**src/rtl/pc_register_unit.sv**
```systemverilog
// Program counter and next-PC select for the single-cycle MIPS core.
// Stall, halt and misaligned-jr trap control with a saturating fetch counter.
module pc_register_unit #(
  parameter logic [31:0] RESET_PC   = 32'h0000_0000,
  parameter logic [31:0] EXC_VECTOR = 32'h0000_0080,
  parameter int          COUNT_W    = 32
) (
  input  logic               clock,
  input  logic               reset,
  input  logic               stall,
  input  logic               branch_taken,
  input  logic               jump,
  input  logic               jr,
  input  logic               halt,
  input  logic [31:0]        imm_ext,
  input  logic [25:0]        jump_index,
  input  logic [31:0]        rs_data,
  input  logic [31:0]        PC_plus4_in,
  output logic [31:0]        PC_out,
  output logic               running,
  output logic               trap_out,
  output logic [COUNT_W-1:0] fetch_count
);

  typedef enum logic [1:0] {
    RUN    = 2'd0,
    HALTED = 2'd1,
    TRAP   = 2'd2
  } state_t;

  state_t               r_state;
  state_t               w_state_n;
  logic [31:0]          r_pc;
  logic [31:0]          w_pc_n;
  logic [COUNT_W-1:0]   r_cnt;
  logic [COUNT_W-1:0]   w_cnt_n;
  logic                 w_adv;
  logic [31:0]          w_br_tgt;
  logic [31:0]          w_j_tgt;
  logic                 w_unused_imm;

  assign w_br_tgt = PC_plus4_in + {imm_ext[29:0], 2'b00};
  assign w_j_tgt  = {PC_plus4_in[31:28], jump_index, 2'b00};
  assign w_unused_imm = ^imm_ext[31:30];

  // Next state, next PC and advance decision in priority order
  always_comb begin
    w_state_n = r_state;
    w_pc_n    = r_pc;
    w_adv     = 1'b0;
    unique case (r_state)
      RUN: begin
        if (halt) begin
          w_state_n = HALTED;
        end else if (!stall) begin
          if (jr) begin
            if (rs_data[1:0] != 2'b00) begin
              w_state_n = TRAP;
              w_pc_n    = EXC_VECTOR;
            end else begin
              w_pc_n = rs_data;
              w_adv  = 1'b1;
            end
          end else if (jump) begin
            w_pc_n = w_j_tgt;
            w_adv  = 1'b1;
          end else if (branch_taken) begin
            w_pc_n = w_br_tgt;
            w_adv  = 1'b1;
          end else begin
            w_pc_n = PC_plus4_in;
            w_adv  = 1'b1;
          end
        end
      end
      TRAP: begin
        w_pc_n = EXC_VECTOR;
      end
      HALTED: begin
        w_pc_n = r_pc;
      end
      default: begin
        w_state_n = TRAP;
        w_pc_n    = EXC_VECTOR;
      end
    endcase
  end

  // Fetch counter stops at all-ones instead of wrapping
  always_comb begin
    w_cnt_n = r_cnt;
    if (w_adv && (r_cnt != {COUNT_W{1'b1}})) begin
      w_cnt_n = r_cnt + 1'b1;
    end
  end

  // State, PC and counter registers with synchronous reset
  always_ff @(posedge clock) begin
    if (reset) begin
      r_state <= RUN;
      r_pc    <= RESET_PC;
      r_cnt   <= '0;
    end else begin
      r_state <= w_state_n;
      r_pc    <= w_pc_n;
      r_cnt   <= w_cnt_n;
    end
  end

  assign PC_out      = r_pc;
  assign fetch_count = r_cnt;
  assign running     = (r_state == RUN);
  assign trap_out    = (r_state == TRAP);

endmodule

```
**config.mk**
```make
export PLATFORM = sky130hd
export DESIGN_NAME = pc_register_unit
export DESIGN_NICKNAME = d
export VERILOG_FILES = /design/src/rtl/pc_register_unit.sv
export SDC_FILE = /design/constraint.sdc
export NUM_CORES = 1
export LEC_CHECK = 0
export BUFFER_PORTS_ARGS = -buffer_cell sky130_fd_sc_hd__buf_4
export CAP_MARGIN = 5
export CELL_PAD_IN_SITES_DETAIL_PLACEMENT = 1
export CELL_PAD_IN_SITES_GLOBAL_PLACEMENT = 2
export CORE_MARGIN = 4
export CORE_UTILIZATION = 29
export DETAILED_ROUTE_END_ITERATION = 8
export PLACE_DENSITY_LB_ADDON = 0.1
export SLEW_MARGIN = 20
export SYNTH_ARGS = -nofsm -noshare
export SYNTH_HDL_FRONTEND = slang
export SYNTH_SLANG_ARGS = --single-unit
```
**constraint.sdc**
```tcl
create_clock -name clock -period 3.4 [get_ports clock]
set_input_delay 0 -clock clock [delete_from_list [all_inputs] [get_ports clock]]
set_output_delay 0 -clock clock [all_outputs]
set_load 0.03 [all_outputs]
```
# Word level (Yosys, flattened, before mapping)
# Cells that the tools add are included.
# Widths: inputs -> output; s select.
# word_totals
in_bits	129
wordCells	38
output_inout_bits	66
ff_bits	66
# classes
mux	17
bitwise_logic	2
n_addsub	2
reduce_logical	6
n_eq_ne	8
# op_table
cell	count
$mux 32	6
$pmux 32 s2	1
$add 32x1->32 const B	1
$add 32x32->32	1
$ne 32x32->1 const B	1
$mux 2	4
$ne 3x3->1 const B	2
$mux 1	5
$ne 2x2->1 const B	2
$pmux 2 s2	1
$reduce_and 4->1	1
$ne 3x2->1 const B	1
$reduce_and 3->1	1
$eq 2x1->1 const B	1
$eq 2x2->1 const B	1
$logic_not 2->1	1
$not 1->1	2
$reduce_bool 2->1	1
$reduce_or 2->1	1
$logic_and 1x1->1	1

# Logic depth before layout (Yosys ltp)
# Gate-level depths: netlist (run 1).
# depth
ltp_word	7
mapped_depth	12
depth_no_buf	12

# Least setup slack after synthesis (run 1)
# Ideal clock, no wire load.
# synth_timing
kind	input to register
from	input port imm_ext[0]
to	register r_pc[30], in the netlist PC_out[30]
slack_ns	1.113
required_time_ns	3.335
setup_ns	0.065
path_buffers	0
stages	12
t_arrival_ns	2.222
cell_sequence	ha_1 -> inv_1 -> fa_1 -> nor2b_1 -> o21ai_1 -> a21oi_1 -> o211ai_2 -> a21oi_2 -> nor4_2 -> o41ai_1 -> mux2_1 -> nor2_1
# synth_via
elab_chain_len	7
# synth_lines
element	line	text
start: declaration	15	input logic [31:0] imm_ext,
$add 32x32->32	42	assign w_br_tgt = PC_plus4_in + {imm_ext[29:0], 2'b00};
$mux 32	67	end else if (branch_taken) begin
$mux 32	64	end else if (jump) begin
$mux 32	56	if (jr) begin
$mux 32	55	end else if (!stall) begin
$mux 32	53	if (halt) begin
$pmux 32 s2	51	unique case (r_state)
end signal: assignment	105	r_pc <= w_pc_n;
end: declaration	33	logic [31:0] r_pc;
# Every way passes these cells. The select of a mux whose other input is x is not followed.
# A chain may end at the register's enable or synchronous reset.

# Final worst setup path (run 1)
# layout_timing
from	register r_state[0]
to	register r_pc[27], in the netlist PC_out[27]
# layout_via
elab_chain_len	3
word_cells_on_any_way	7
classes_between	eq/ne (3); mux (1); bitwise (1); reduce/logical (2)
# layout_lines
element	line	text
start: declaration	31	state_t r_state;
start signal: assignment	104	r_state <= w_state_n;
$logic_not 2->1 / $eq 2x1->1 (equally long branches)	51	
$ne 2x2->1 (no line) / $not 1->1 (equally long branches)	n/a	
$reduce_and 3->1 (no line)	n/a	
# Parallel ways exist; a longest one is shown, timed or not.

==> results of run 1 <==
==> cells by family after synthesis <==
kind of cell | Yosys count | synth area share [%]
AO/OA/AOI/OAI | 198 | 27.03
XOR/XNOR | 47 | 8.233
adder cells (fa/ha/maj) | 34 | 8.659
buffers and inverters | 44 | 3.328
flip-flops | 66 | 26.43
multiplexers | 17 | 3.428
AND/OR/NAND/NOR | 241 | 22.90
==> cells in the mapped netlist (5+ instances only) <==
| cell | n |
|---|---|
| a211oi_1 | 9 |
| a21o_1 | 19 |
| a21oi_1 | 45 |
| a222oi_1 | 6 |
| a22o_1 | 5 |
| a22oi_1 | 12 |
| and3_1 | 9 |
| clkbuf_1 | 30 |
| dfxtp_1 | 66 |
| ha_1 | 33 |
| inv_1 | 12 |
| mux2i_1 | 16 |
| nand2_1 | 64 |
| nand2b_1 | 7 |
| nand3_1 | 26 |
| nand4_1 | 10 |
| nor2_1 | 82 |
| nor2b_1 | 5 |
| nor3_1 | 13 |
| o211ai_1 | 14 |
| o21ai_0 | 44 |
| or3_1 | 6 |
| xnor2_1 | 19 |
| xor2_1 | 28 |
==> path summary, 6_finish.rpt <==
check / slack (ps) / endpoint / cells after the start / startpoint
max reg2reg: 440 / PC_out[27] / 9 / r_state[0]
max: 440 / PC_out[27] / 9 / r_state[0]
min reg2reg: 460 / PC_out[6] / 2 / PC_out[6]
min: 10 / PC_out[19] / 3 / PC_plus4_in[19]
==> per-stage QoR <==
stage / hold WS [ps] / util (%)
floorplan: 117.8 / -
global placement: 204.3 / 39.69
detailed placement: 214.9 / 39.69
CTS: 4.822 / 42.91
global route: 43.86 / 42.97
finish: 9.666 / 42.97
==> area by class of cell <==
cell class | count | area [um^2]
Inverter | 13 | 48.80
Clock inverter | 7 | 55.05
Tap cell | 220 | 275.3
Multi-Input combinational cell | 537 | 3512
Fill cell | 2081 | 9558
Clock buffer | 9 | 225.2
Timing Repair Buffer | 226 | 1764
Sequential cell | 66 | 1321
==> layout by cell type, fill, tap and decap left out, types with 4 or more instances in the layout <==
cell | Yosys | final
clkbuf_16 | 0 | 9
a22oi_1 | 12 | 12
nand4_1 | 10 | 10
nand2b_1 | 7 | 7
nand3_1 | 26 | 26
mux2i_1 | 16 | 16
a21o_1 | 19 | 19
dfxtp_1 | 66 | 66
nor2_1 | 82 | 82
a222oi_1 | 6 | 6
xor2_1 | 28 | 28
buf_4 | 0 | 199
a22o_1 | 5 | 5
nor3_1 | 13 | 13
o31ai_1 | 4 | 4
o21ai_0 | 44 | 44
xnor2_1 | 19 | 19
dlygate4sd3_1 | 0 | 27
o21ai_1 | 4 | 4
ha_1 | 33 | 33
or3_1 | 6 | 6
and4_1 | 4 | 4
and3_1 | 9 | 9
nand2_1 | 64 | 64
o211ai_1 | 14 | 14
a211oi_1 | 9 | 9
a21oi_1 | 45 | 45
nor2b_1 | 5 | 5
inv_1 | 12 | 12
==> repair_timing <==
| item | CTS | global route |
|---|---|---|
| gates resized for setup | 0 | 0 |
| hold buffers | 26 | 1 |
| hold endpoints to repair | 18 | 1 |
==> layer usage <==
layer | track usage (%) | up-vias | part of all wire (%)
met4 | 7.775 | 0 | 2.9
li1 | - | 2790 | -
met2 | 35.14 | 137 | 50
met5 | 0 | - | 0
met1 | 25.86 | 2681 | 44
met3 | 1.578 | 34 | 3.3
==> sequential cells by signal (all words and copies together) (netlist names) <==
name,cells
fetch_count,32
r_state,2
PC_out,32
==> critical path: stages (launching register included) <==
cell and delay [ps]:
dfxtp_1 310, inv_1 100, ha_1 340, nand2_1 150, or3_1 470, or2_1 370
nor2_1 330, a222oi_1 140, dlygate4sd3_1 590, o21ai_0 70
==> power groups by stage <==
stage | Clock (mW) | Combinational (mW) | Sequential (mW)
after floorplan | 0 | 0.565 | 0.949
after global placement | 0 | 1.02 | 0.873
after detailed placement | 0 | 1.06 | 0.875
after CTS | 0.905 | 1.09 | 0.858
after global routing | 0.937 | 1.19 | 0.863
final | 0.878 | 1.08 | 0.858
==> out/metrics.cfg, run 1 <==
[cells_and_area]
area_delta_synth_final_pct = 44.04
drive_above_1_share_pct = 27.51
antennaDiodeCount = 0
final_area_um2 = 7202
fin_nets = 1016
fin_cells = 1078

[clock_network]
cts_setup_buffers = 0
clock_latency_ps = 330
cts_max_path_buffers = 2
cts.sink_count = 66
path_clk_slew_ps = 60
cts_max_level = 3
clock_tree.root_cell = clkbuf_16
cts_tree = done
cts_made_buffers = 9

[detailed_routing]
drtIter0Drc = 211
drc = 0
drt-pass1-iter-count = 4
routedWlPerCell_um = 18.74
wl_um = 20200
vias = 5642
viasPerCell = 5.234
ant_nets = 0

[timing]
fin_crit_sh_pct = 87.10
clock.fmax_ghz = 0.3377
rsz0062_at_grt = no
slew-limit-headroom_pct = 61.73
setup_ws_ps = 438.6
slew_violations = 0
clock_skew_ps = 7.658
tns_ps = 0
setup_viol = 0
fin_crit_ps = 2961
hold_viol = 0
worst_pin_slew_ps = 573.4

[grt]
overflow = 0
grt_max_degree = 51
grt_antenna_before_repair = 0
grt_usage_pct = 20.15
grt_pass1_wl_um = 31880
grt_pass1_vias = 5963

[yosys]
yosysSeqAreaShare_pct = 26.43
synth_area_per_cell_um2 = 7.728
synth_flop_cell = dfxtp_1
syn_nets = 810
syn_area_um2 = 5000
synth_top_area_cell = dfxtp_1
synth_top_area_share_pct = 26.43
synthCells = 647
yosys_warnings = 0
synthTopCellsByArea = dfxtp_1 26%, ha_1 8.3%, nor2_1 6.2%
synth_edf_count = 0
yosysUniqueCellTypes = 68
synthArstFlopShare_pct = 0
postSynthRegisterBits = 66

[placed_design]
pre_cts_ws_ps = 630.8
placed_area_um2 = 6651
detailed_place_hpwl_um = 16330
io_buffers = 192
gp_congestion = 0.8425
dp_cells = 1035

[worst_setup_path]
end_kind = register
startpoint_type = register
path_class = reg2reg
path_max_fanout = 9
required_ps = 3660
arrival_ps = 3220

[power_and_ir_drop]
switching_share_pct = 37.46
combinationalPowerShare_pct = 38.4
ir_worst_vdd_mv = 0.1755
power.density_nw_per_um2 = 391.0
p_leak_nw = 3.162
power_mw = 2.816
p_seq_share_pct = 30.5
power.switching_mw = 1.055
clkPwrFrac_pct = 31.2
internal_power_mw = 1.761

[floorplanning]
die_w_um = 139.3
core_area_um2 = 16760
start_util_pct = 29.83
die_area_um2 = 19410
fp.dieH_um = 139.3
std_cell_rows = 47
ios = 195

[run_status]
outcome = finished clean

[hold_path]
holdCritPathClass = in2reg

[flow_run]
maxCapViolations = 0

No activity file was read; power rests on OpenSTA's default activity.
==> run 2: changes to the inputs <==
Settings changed: ABC_AREA set to 1, CORE_UTILIZATION 29 to 28.
==> run 2 against run 1 <==
Maximum frequency rose by 20%. Setup slack improved by 490 ps. Non-clock buffer count fell by 26. Die area rose by 28%. Clock skew barely moved. Critical path type unchanged. Critical endpoint is now fetch_count[29].
==> out/metrics.cfg, run 2 <==
[run_status]
outcome = finished clean

[timing]
tns_ps = 0
slew_violations = 0
worst_pin_slew_ps = 877.5
clock.fmax_ghz = 0.4039
fin_crit_ps = 2476
slew-limit-headroom_pct = 41.44
whs_ps = 27.04
setup_viol = 0
hold_viol = 0
rsz0062_at_grt = no
clock_skew_ps = 7.774
fin_crit_sh_pct = 72.82

[cells_and_area]
final_util_pct = 37.90
multiInputGateArea_um2 = 4298
mostFrequentLayoutCells = 437 x nand2_1, 197 x buf_4, 134 x inv_1
final_common_cell = nand2_1
final_area_um2 = 8323
fin_nets = 1459
num-fill-cells = 2984
drive_above_1_share_pct = 18.83
antennaDiodeCount = 0
area_delta_synth_final_pct = 32.46
seqCellArea_um2 = 1321

[yosys]
synth.most_common_cell = nand2_1
yosysSeqAreaShare_pct = 21.03
yosysUniqueCellTypes = 44
synthTopCellsByArea = nand2_1 26%, dfxtp_1 21%, a21oi_1 8.4%
synthArstFlopShare_pct = 0
postSynthRegisterBits = 66
synth_flop_cell = dfxtp_1
syn_area_um2 = 6284
synth_area_per_cell_um2 = 5.600
synthCells = 1122
synth_edf_count = 0
synth_top_area_share_pct = 26.11
synth_top_area_cell = nand2_1
synth_commonest_cells = 437 x nand2_1, 134 x inv_1, 105 x a21oi_1, 105 x nor2_1, 66 x dfxtp_1
yosys_warnings = 0
syn_nets = 1285

[worst_setup_path]
crit_buf_inv = 3
path_class = reg2reg
slowest_delay_ps = 410
crit_slowest_cell = inv_2
required_ps = 3640
cpMostUsedCell = nor2_1
startpoint_type = register
arrival_ps = 2720
path_cells = inv_1 > ha_1 > inv_1 > nor2_1 > o21ai_0 > nor2_1 > nand2_2 > inv_2 > nand3_2 > nor2_2 > nand3_1 > nand2_1 > nor2_1
path_delay_family = simple AND/OR/NAND/NOR gates
path_max_fanout = 20
end_kind = register
r2r_slack_ps = 920

[floorplanning]
die_w_um = 157.8
fp.dieH_um = 157.8
ios = 195
die_area_um2 = 24900
start_util_pct = 28.62
std_cell_rows = 54
core_area_um2 = 21960

[flow_run]
maxCapViolations = 0

[detailed_routing]
vias = 7551
drtIter0Drc = 261
viasPerCell = 4.776
routedWlPerCell_um = 16.97
drc = 0
drt-pass1-iter-count = 4
ant_nets = 0
wl_um = 26830

[clock_network]
cts_max_path_buffers = 2
cts.sink_count = 66
cts_tree = done
path_clk_slew_ps = 60
clock_latency_ps = 340
hold_buffers = 3
cts_setup_buffers = 0
cts_max_level = 3
clock_tree.root_cell = clkbuf_16
cts_resized = 0
cts_made_buffers = 9

[placed_design]
detailed_place_hpwl_um = 21800
io_buffers = 192
placed_area_um2 = 7963
gp_congestion = 0.8757

[hold_path]
holdCritPathClass = in2reg

[grt]
grt_max_degree = 54
grt_usage_pct = 21.38
overflow = 0
grt_pass1_vias = 7719
grt_pass1_wl_um = 41410
grt_antenna_before_repair = 1

[power_and_ir_drop]
p_leak_nw = 4.227
ir_worst_vdd_mv = 0.1988
power_mw = 3.106
power.density_nw_per_um2 = 373.2

[run 2: changes by cell type in the layout (fill, tap and decap cells not counted), sizes merged, moves of 11 or more]
cell / delta
inv: +124
a22oi: -12
nand3: +29
xnor2: -11
nand2: +378
a21oi: +57
dlygate4sd3: -24
xor2: -13
a21o: -17
o211ai: -14
nor2: +29
mux2i: -16
[run 2: final cells by class]
type / count / share of cell area (%)
multi-input cells: 882 / 51.64
repair buffers: 200 / 18.13
inverters: 137 / 6.179
well taps: 280 / 4.209
clock buffers: 12 / 3.082
clock inverters: 4 / 0.8870
flip-flops and latches: 66 / 15.87
[run 2: routing by layer]
metal | share of wire (%) | GRT usage (%) | up-vias | wire, um
met5 | 0.048 | 0 | - | 13
met4 | 2.2 | 6.145 | 2 | 590
met3 | 4.6 | 4.101 | 27 | 1239
met2 | 50 | 38.75 | 145 | 13460
met1 | 43 | 25.60 | 3479 | 11520
li1 | - | - | 3898 | -
[run 2: worst paths after layout]
| path | cells past startpoint | from | to |
|---|---|---|---|
| hold reg to reg | 2 | PC_out[5] | PC_out[5] |
| setup / recovery | 13 | r_state[1] | fetch_count[29] |
| hold / removal | 5 | rs_data[5] | PC_out[5] |
| setup reg to reg | 13 | r_state[1] | fetch_count[29] |
[run 2: per-stage QoR]
stage | worst slack (ps) | std cells
2_1_floorplan | 1426 | 1122
3_3_place_gp | 886.6 | 1562
3_5_place_dp | 873.0 | 1562
4_1_cts | 861.0 | 1581
5_1_grt | 561.6 | 1581
6_report | 924.1 | 1581
[run 2: kinds of logic after synthesis]
group	after synthesis	share of synthesized area, %
fa+ha+maj	34	6.890
simple gates	663	44.56
xor+xnor	23	3.206
buf+inv	174	10.71
compound gates	162	13.60
flops	66	21.03
[run 2: worst register-to-register path: cells and delay by family, from the launching register on]
| family | cells | cell delay (ps) |
|---|---|---|
| AOI/OAI and AO/OA | 1 | 110 |
| adders and majority gates | 1 | 260 |
| buffers and inverters | 3 | 610 |
| DFF | 1 | 310 |
| and+or+nand+nor | 8 | 1100 |
[run 2: power breakdown]
part	total, mW	switching, mW	internal [mW]
Clock	1.05	0.366	0.682
Combinational	1.19	0.772	0.422
Sequential	0.863	0.0346	0.829
Total	3.11	1.17	1.93
